**src/rtl/i2s_pcm_receiver.sv**
```systemverilog
// -----------------------------------------------------------------------------
// i2s_pcm_receiver
//
// Oversampling I2S deserializer. It samples the I2S pins on the system clock
// and recovers left/right PCM words. Each aligned stereo pair is presented to
// the downstream modulator with a one-cycle valid strobe. The receiver is
// held idle while the pins carry a native DSD stream.
//
// Ports
//   clk        system clock; must run at least 4x the BCK frequency
//   rst_n      asynchronous active-low reset
//   i2s_bck    I2S bit clock (asynchronous to clk)
//   i2s_lrclk  word select: 0 = left, 1 = right
//   i2s_data   serial data, MSB first
//   dsd_on     1 = pins carry DSD; receiver is forced idle
//   pcm_l      last committed left sample (MSB-aligned, zero-filled LSBs)
//   pcm_r      last committed right sample
//   pcm_valid  one-cycle pulse when a new pcm_l/pcm_r pair is committed
//   locked     stream is aligned and error-free
//   frame_err  one-cycle pulse on a slot-length violation
// -----------------------------------------------------------------------------
module i2s_pcm_receiver #(
    parameter int unsigned WIDTH    = 24,
    parameter int unsigned MIN_BITS = 16,
    parameter int unsigned SLOT_MAX = 32,
    parameter int unsigned TIMEOUT  = 255
) (
    input  logic             clk,
    input  logic             rst_n,
    input  logic             i2s_bck,
    input  logic             i2s_lrclk,
    input  logic             i2s_data,
    input  logic             dsd_on,
    output logic [WIDTH-1:0] pcm_l,
    output logic [WIDTH-1:0] pcm_r,
    output logic             pcm_valid,
    output logic             locked,
    output logic             frame_err
);

    // Bit counter must hold SLOT_MAX+1 (its saturation value).
    localparam int unsigned CNT_W = $clog2(SLOT_MAX + 2);
    // Timeout counter must hold TIMEOUT.
    localparam int unsigned TMO_W = $clog2(TIMEOUT + 1);

    localparam logic [WIDTH-1:0] MSB_ONE = {1'b1, {(WIDTH-1){1'b0}}};

    typedef enum logic [1:0] {
        ST_IDLE = 2'd0,
        ST_SYNC = 2'd1,
        ST_RUN  = 2'd2
    } state_t;

    state_t             state;

    // Pin synchronizers and BCK edge detection.
    logic               bck_s1, bck_s2, bck_h;
    logic               lr_s1, lr_s2;
    logic               dat_s1, dat_s2;

    // Registered edge strobe with data/word-select aligned to it.
    logic               rise_q;
    logic               lr_q;
    logic               dat_q;

    // Word-select value seen at the previous BCK rising edge.
    logic               lr_hist;

    // Slot assembly.
    logic [WIDTH-1:0]   word;
    logic [CNT_W-1:0]   bit_cnt;

    // Frame assembly.
    logic [WIDTH-1:0]   pend_l;
    logic               pend_vld;
    logic               good_seen;

    logic [TMO_W-1:0]   tmo;

    // Combinational helpers.
    logic [WIDTH-1:0]   word_shift;
    logic [CNT_W-1:0]   bit_cnt_inc;
    logic               lr_change;
    logic               slot_bad;
    logic               tmo_hit;

    // Two-flop synchronizers, BCK history flop, and one-cycle edge strobe.
    // The extra register stage aligns commits to three clk edges after the
    // first edge that samples BCK high.
    always_ff @(posedge clk or negedge rst_n) begin
        if (!rst_n) begin
            bck_s1  <= 1'b0;
            bck_s2  <= 1'b0;
            bck_h   <= 1'b0;
            lr_s1   <= 1'b0;
            lr_s2   <= 1'b0;
            dat_s1  <= 1'b0;
            dat_s2  <= 1'b0;
            rise_q  <= 1'b0;
            lr_q    <= 1'b0;
            dat_q   <= 1'b0;
            lr_hist <= 1'b0;
        end else begin
            bck_s1  <= i2s_bck;
            bck_s2  <= bck_s1;
            bck_h   <= bck_s2;
            lr_s1   <= i2s_lrclk;
            lr_s2   <= lr_s1;
            dat_s1  <= i2s_data;
            dat_s2  <= dat_s1;
            rise_q  <= bck_s2 & ~bck_h;
            lr_q    <= lr_s2;
            dat_q   <= dat_s2;
            // Tracked even while idle so alignment after DSD sees a fresh value.
            if (rise_q) begin
                lr_hist <= lr_q;
            end
        end
    end

    // Next word/count for the current bit, slot checks and timeout detect.
    always_comb begin
        word_shift  = word;
        bit_cnt_inc = bit_cnt;
        lr_change   = 1'b0;
        slot_bad    = 1'b0;
        tmo_hit     = 1'b0;

        // Bits beyond WIDTH shift the marker out entirely and are dropped.
        if (dat_q) begin
            word_shift = word | (MSB_ONE >> bit_cnt);
        end

        if (bit_cnt != CNT_W'(SLOT_MAX + 1)) begin
            bit_cnt_inc = bit_cnt + CNT_W'(1);
        end

        lr_change = (lr_q != lr_hist);
        slot_bad  = (bit_cnt_inc < CNT_W'(MIN_BITS)) ||
                    (bit_cnt_inc > CNT_W'(SLOT_MAX));

        // Fires on the edge at which the counter reaches TIMEOUT.
        tmo_hit = !rise_q && (tmo >= TMO_W'(TIMEOUT - 1));
    end

    // Timeout counter: cleared by every BCK rising edge, saturates at TIMEOUT.
    always_ff @(posedge clk or negedge rst_n) begin
        if (!rst_n) begin
            tmo <= '0;
        end else if (rise_q) begin
            tmo <= '0;
        end else if (tmo != TMO_W'(TIMEOUT)) begin
            tmo <= tmo + TMO_W'(1);
        end
    end

    // Protocol state machine, slot assembly and registered outputs.
    // Priority: DSD override, then timeout, then slot processing.
    always_ff @(posedge clk or negedge rst_n) begin
        if (!rst_n) begin
            state     <= ST_IDLE;
            word      <= '0;
            bit_cnt   <= '0;
            pend_l    <= '0;
            pend_vld  <= 1'b0;
            good_seen <= 1'b0;
            pcm_l     <= '0;
            pcm_r     <= '0;
            pcm_valid <= 1'b0;
            locked    <= 1'b0;
            frame_err <= 1'b0;
        end else begin
            pcm_valid <= 1'b0;
            frame_err <= 1'b0;

            if (dsd_on || tmo_hit) begin
                state     <= ST_IDLE;
                locked    <= 1'b0;
                word      <= '0;
                bit_cnt   <= '0;
                pend_vld  <= 1'b0;
                good_seen <= 1'b0;
            end else if (rise_q) begin
                if (!lr_change) begin
                    word    <= word_shift;
                    bit_cnt <= bit_cnt_inc;
                end else begin
                    // Slot boundary: the bit just sampled was the LSB of the
                    // slot belonging to the previous word-select value.
                    word    <= '0;
                    bit_cnt <= '0;
                    if (state == ST_IDLE) begin
                        // Alignment only; the partial slot is discarded.
                        state     <= ST_SYNC;
                        pend_vld  <= 1'b0;
                        good_seen <= 1'b0;
                    end else if (slot_bad) begin
                        frame_err <= 1'b1;
                        locked    <= 1'b0;
                        pend_vld  <= 1'b0;
                        good_seen <= 1'b0;
                        state     <= ST_SYNC;
                    end else if (!lr_hist) begin
                        pend_l   <= word_shift;
                        pend_vld <= 1'b1;
                    end else begin
                        pend_vld <= 1'b0;
                        // A right slot without a preceding left is ignored.
                        if (pend_vld) begin
                            if ((state == ST_RUN) || good_seen) begin
                                state     <= ST_RUN;
                                locked    <= 1'b1;
                                pcm_l     <= pend_l;
                                pcm_r     <= word_shift;
                                pcm_valid <= 1'b1;
                            end else begin
                                good_seen <= 1'b1;
                            end
                        end
                    end
                end
            end
        end
    end

endmodule

```
**config.mk**
```make
export PLATFORM = sky130hd
export DESIGN_NAME = i2s_pcm_receiver
export DESIGN_NICKNAME = d
export VERILOG_FILES = /design/src/rtl/i2s_pcm_receiver.sv
export SDC_FILE = /design/constraint.sdc
export NUM_CORES = 1
export LEC_CHECK = 0
export ABC_AREA = 1
export ABC_CLOCK_PERIOD_IN_PS = 2100
export CORE_UTILIZATION = 51
export DETAILED_ROUTE_END_ITERATION = 12
export PLACE_DENSITY = 0.74
export SETUP_SLACK_MARGIN = 0.05
export SLEW_MARGIN = 5
export SYNTH_ARGS = -nofsm -noshare
export SYNTH_HDL_FRONTEND = slang
export SYNTH_SLANG_ARGS = --single-unit
```
**constraint.sdc**
```tcl
create_clock -name clk -period 2.1 [get_ports clk]
set_clock_uncertainty 0.1 [all_clocks]
set_input_delay 0.21 -clock clk [delete_from_list [all_inputs] [get_ports clk]]
set_output_delay 0.21 -clock clk [all_outputs]
set_load 0.01 [all_outputs]
```
==> metrics.cfg <==
[setup_path]
critPathArrivalTime_ns = 2.52
critical_path_required_ns = 2.41
setup.worst_path.class = reg -> reg
path_max_fanout = 6
worstSetupEndpointType = flop
crit_path_start_kind = flop

[clock_tree]
cts_buffers = 17
clock_latency_ns = 0.53
cts_tree = done
cts.htree.levels = 4
clockRootBuffer = clkbuf_8
clkTransAtPathRegs_ns = 0.06
clock_sinks = 128
clk_path_buf_depth = 2

[global_routing]
antenna_found_initial = 0
first_global_vias = 4462
grt_usage = 0.247
use_met3 = 0.0632
grt_max_degree = 45
grt_use_met2 = 0.410
grt_pass1_wl_um = 21400
overflow = 0
use_met1 = 0.309
grt.busiest_layer = met2

[floorplan]
row_count = 37
core_area_mm2 = 0.0105
die_x_um = 106
start_util = 0.531
io_pins = 57
die_area_mm2 = 0.0113
die_height_um = 106

[timing]
hold_violations = 0
tns_ns = -1.73
layout_setup_ws_ns = -0.103
relSlewSlack = 0.640
final-setup-viol-count = 29
fmax_mhz = 454
worst_slew_pin_slew_ns = 0.539
drv_slew = 0
hold_slack_ns = 0.0187
rsz0062_at_grt = yes
fin_crit_sh = 1.05
min_period_ns = 2.20

[cells_and_area]
fillerInstances = 711
layout-drive-gt1-share = 0.287
design_area_mm2 = 0.00763
syn_to_final_growth_pct = 37.3
num-nets-final = 727
diodes = 0

[synth]
yosys_register_bits = 128
yosysSeqAreaShare = 0.576
synthAdderAreaFrac = 0.0180
synthDistinctLibCells = 34
synthFlopType = dfrtp_1
synth_top_area_frac = 0.576
synth_xor_xnor_area_share = 0.00315
synth-compound-area-share = 0.0898
yosysMostFrequentCell = nand2_1
synthSimpleGateAreaFrac = 0.232
yosys-top-cells-area = dfrtp_1 (58%), nand2_1 (13%), inv_1 (4.5%)
synth_common_cells = nand2_1 (193), dfrtp_1 (128), inv_1 (66)
postSynthAreaPerCell_um2 = 9.08
synth_edf_count = 0
synthArstFlopShare = 1.00
synthMuxAreaShare = 0
ys.warnings.count = 0
syn-num-nets = 626
synth_cells = 612
syn_area_mm2 = 0.00556
synth_top_cell_by_area = dfrtp_1
synth_top_family_by_area = simple AND/OR/NAND/NOR gates

[placed_design]
dp_hpwl_um = 8340
io_buffers = 56
dpl_worst_slack_ns = -0.0841
placed_cell_area_mm2 = 0.00646
gp_congestion = 0.924

[routing]
drcViolationCount = 0
drt-initial-drc-count = 233
vias = 4605
post_drt_wl_per_cell_um = 16.4
viasPerCell = 5.34
wirelength_um = 14100
firstDrtPassIters = 5
antenna_left = 0

[status]
status = finished, violations left
violations = setup timing

[power_and_ir_drop]
powerDensity_mw_per_mm2 = 726
leakage_nw = 3.72
total_power_mw = 5.54
peakVddDrop_mv = 0.462

[min_path]
hold_path_class = in -> reg

[run]
drv_cap = 0

==> flip-flops by register name, summed over array words and instances, names as in the netlist, 2 cells and up <==
register / cells
pcm_l: 24
pend_l: 24
tmo: 8
word: 24
state: 2
pcm_r: 24
bit_cnt: 6
==> area by class of cell <==
class	instances	area (µm²)	share of cell area
clock inverters	10	86.3	0.0113
well taps	136	170	0.0223
multi-input cells	389	2260	0.296
flip-flops and latches	128	3210	0.420
inverters	71	282	0.0369
repair buffers	106	1180	0.154
clock buffers	22	453	0.0593
==> kinds of logic (layout without fill, tap and decap cells) <==
group           count (synthesis)  after routing
compound gates                 84             84
xor+xnor                        2              2
fa+ha+maj                       8              8
buf+inv                        95            209
flops                         128            128
simple gates                  295            295
==> report_power, final <==
group / internal (mW) / switching [mW] / total [mW]
Sequential: 2.51 / 0.0434 / 2.55
Combinational: 0.110 / 0.188 / 0.298
Clock: 1.62 / 1.06 / 2.69
Total: 4.24 / 1.30 / 5.54
==> metrics by stage <==
| stage | util | cells |
|---|---|---|
| 2_1_floorplan | - | 612 |
| 3_3_place_gp | 0.617 | 813 |
| 3_5_place_dp | 0.617 | 813 |
| 4_1_cts | 0.685 | 852 |
| 5_1_grt | 0.730 | 862 |
| 6_report | 0.730 | 862 |
==> final timing paths <==
kind	slack (ns)	cells past startpoint	to	startpoint
setup / recovery	-0.10	13	pend_l[5]	bit_cnt[0]
hold / removal	0.02	1	dat_s1	i2s_data
setup reg to reg	-0.10	13	pend_l[5]	bit_cnt[0]
hold reg to reg	0.25	0	lr_q	lr_s2
max in group asynchronous	0.83	3	pcm_r[9]	rst_n
min in group asynchronous	0.13	3	pcm_r[8]	rst_n
==> worst max-delay path: stages, from the launching register on <==
cell and delay (ns):
dfrtp_2 0.46, buf_6 0.15, inv_4 0.05, ha_4 0.19, nand2_1 0.07, nand2_2 0.08
nor2_4 0.13, nand3_2 0.09, nand2_2 0.12, buf_6 0.11, nand4_4 0.17, clkbuf_16 0.25
nand2_2 0.06, nand2_1 0.06
==> cell usage in the layout, fill, tap and decap left out, types with 7 or more instances in the layout <==
cell type,instances
dfrtp_1,124
nand2_1,121
nand2_2,75
inv_1,63
clkdlybuf4s50_1,55
nand3_1,36
buf_4,28
nor2_1,23
clkbuf_16,20
a21oi_1,19
o21ai_0,17
o21ai_2,14
o21ai_1,12
a211oi_1,10
o22ai_1,9
nand2_4,8
buf_12,8
nor2_4,7
==> per-layer routing <==
metal,vias up,share of wire
met1,2256,0.42
met3,35,0.047
li1,2162,-
met5,-,0
met4,0,0.030
met2,152,0.50
==> repair_timing <==
item / in CTS / in global routing
pin swaps: 0 / 22
buffers inserted: 4 / 5
hold buffers: 2 / 0
gates resized for setup: 24 / 101
endpoints found under the setup margin: 70 / 80
hold endpoints to repair: 128 / 0
gates cloned: 2 / 5
Power figures use the tool's default switching activity.
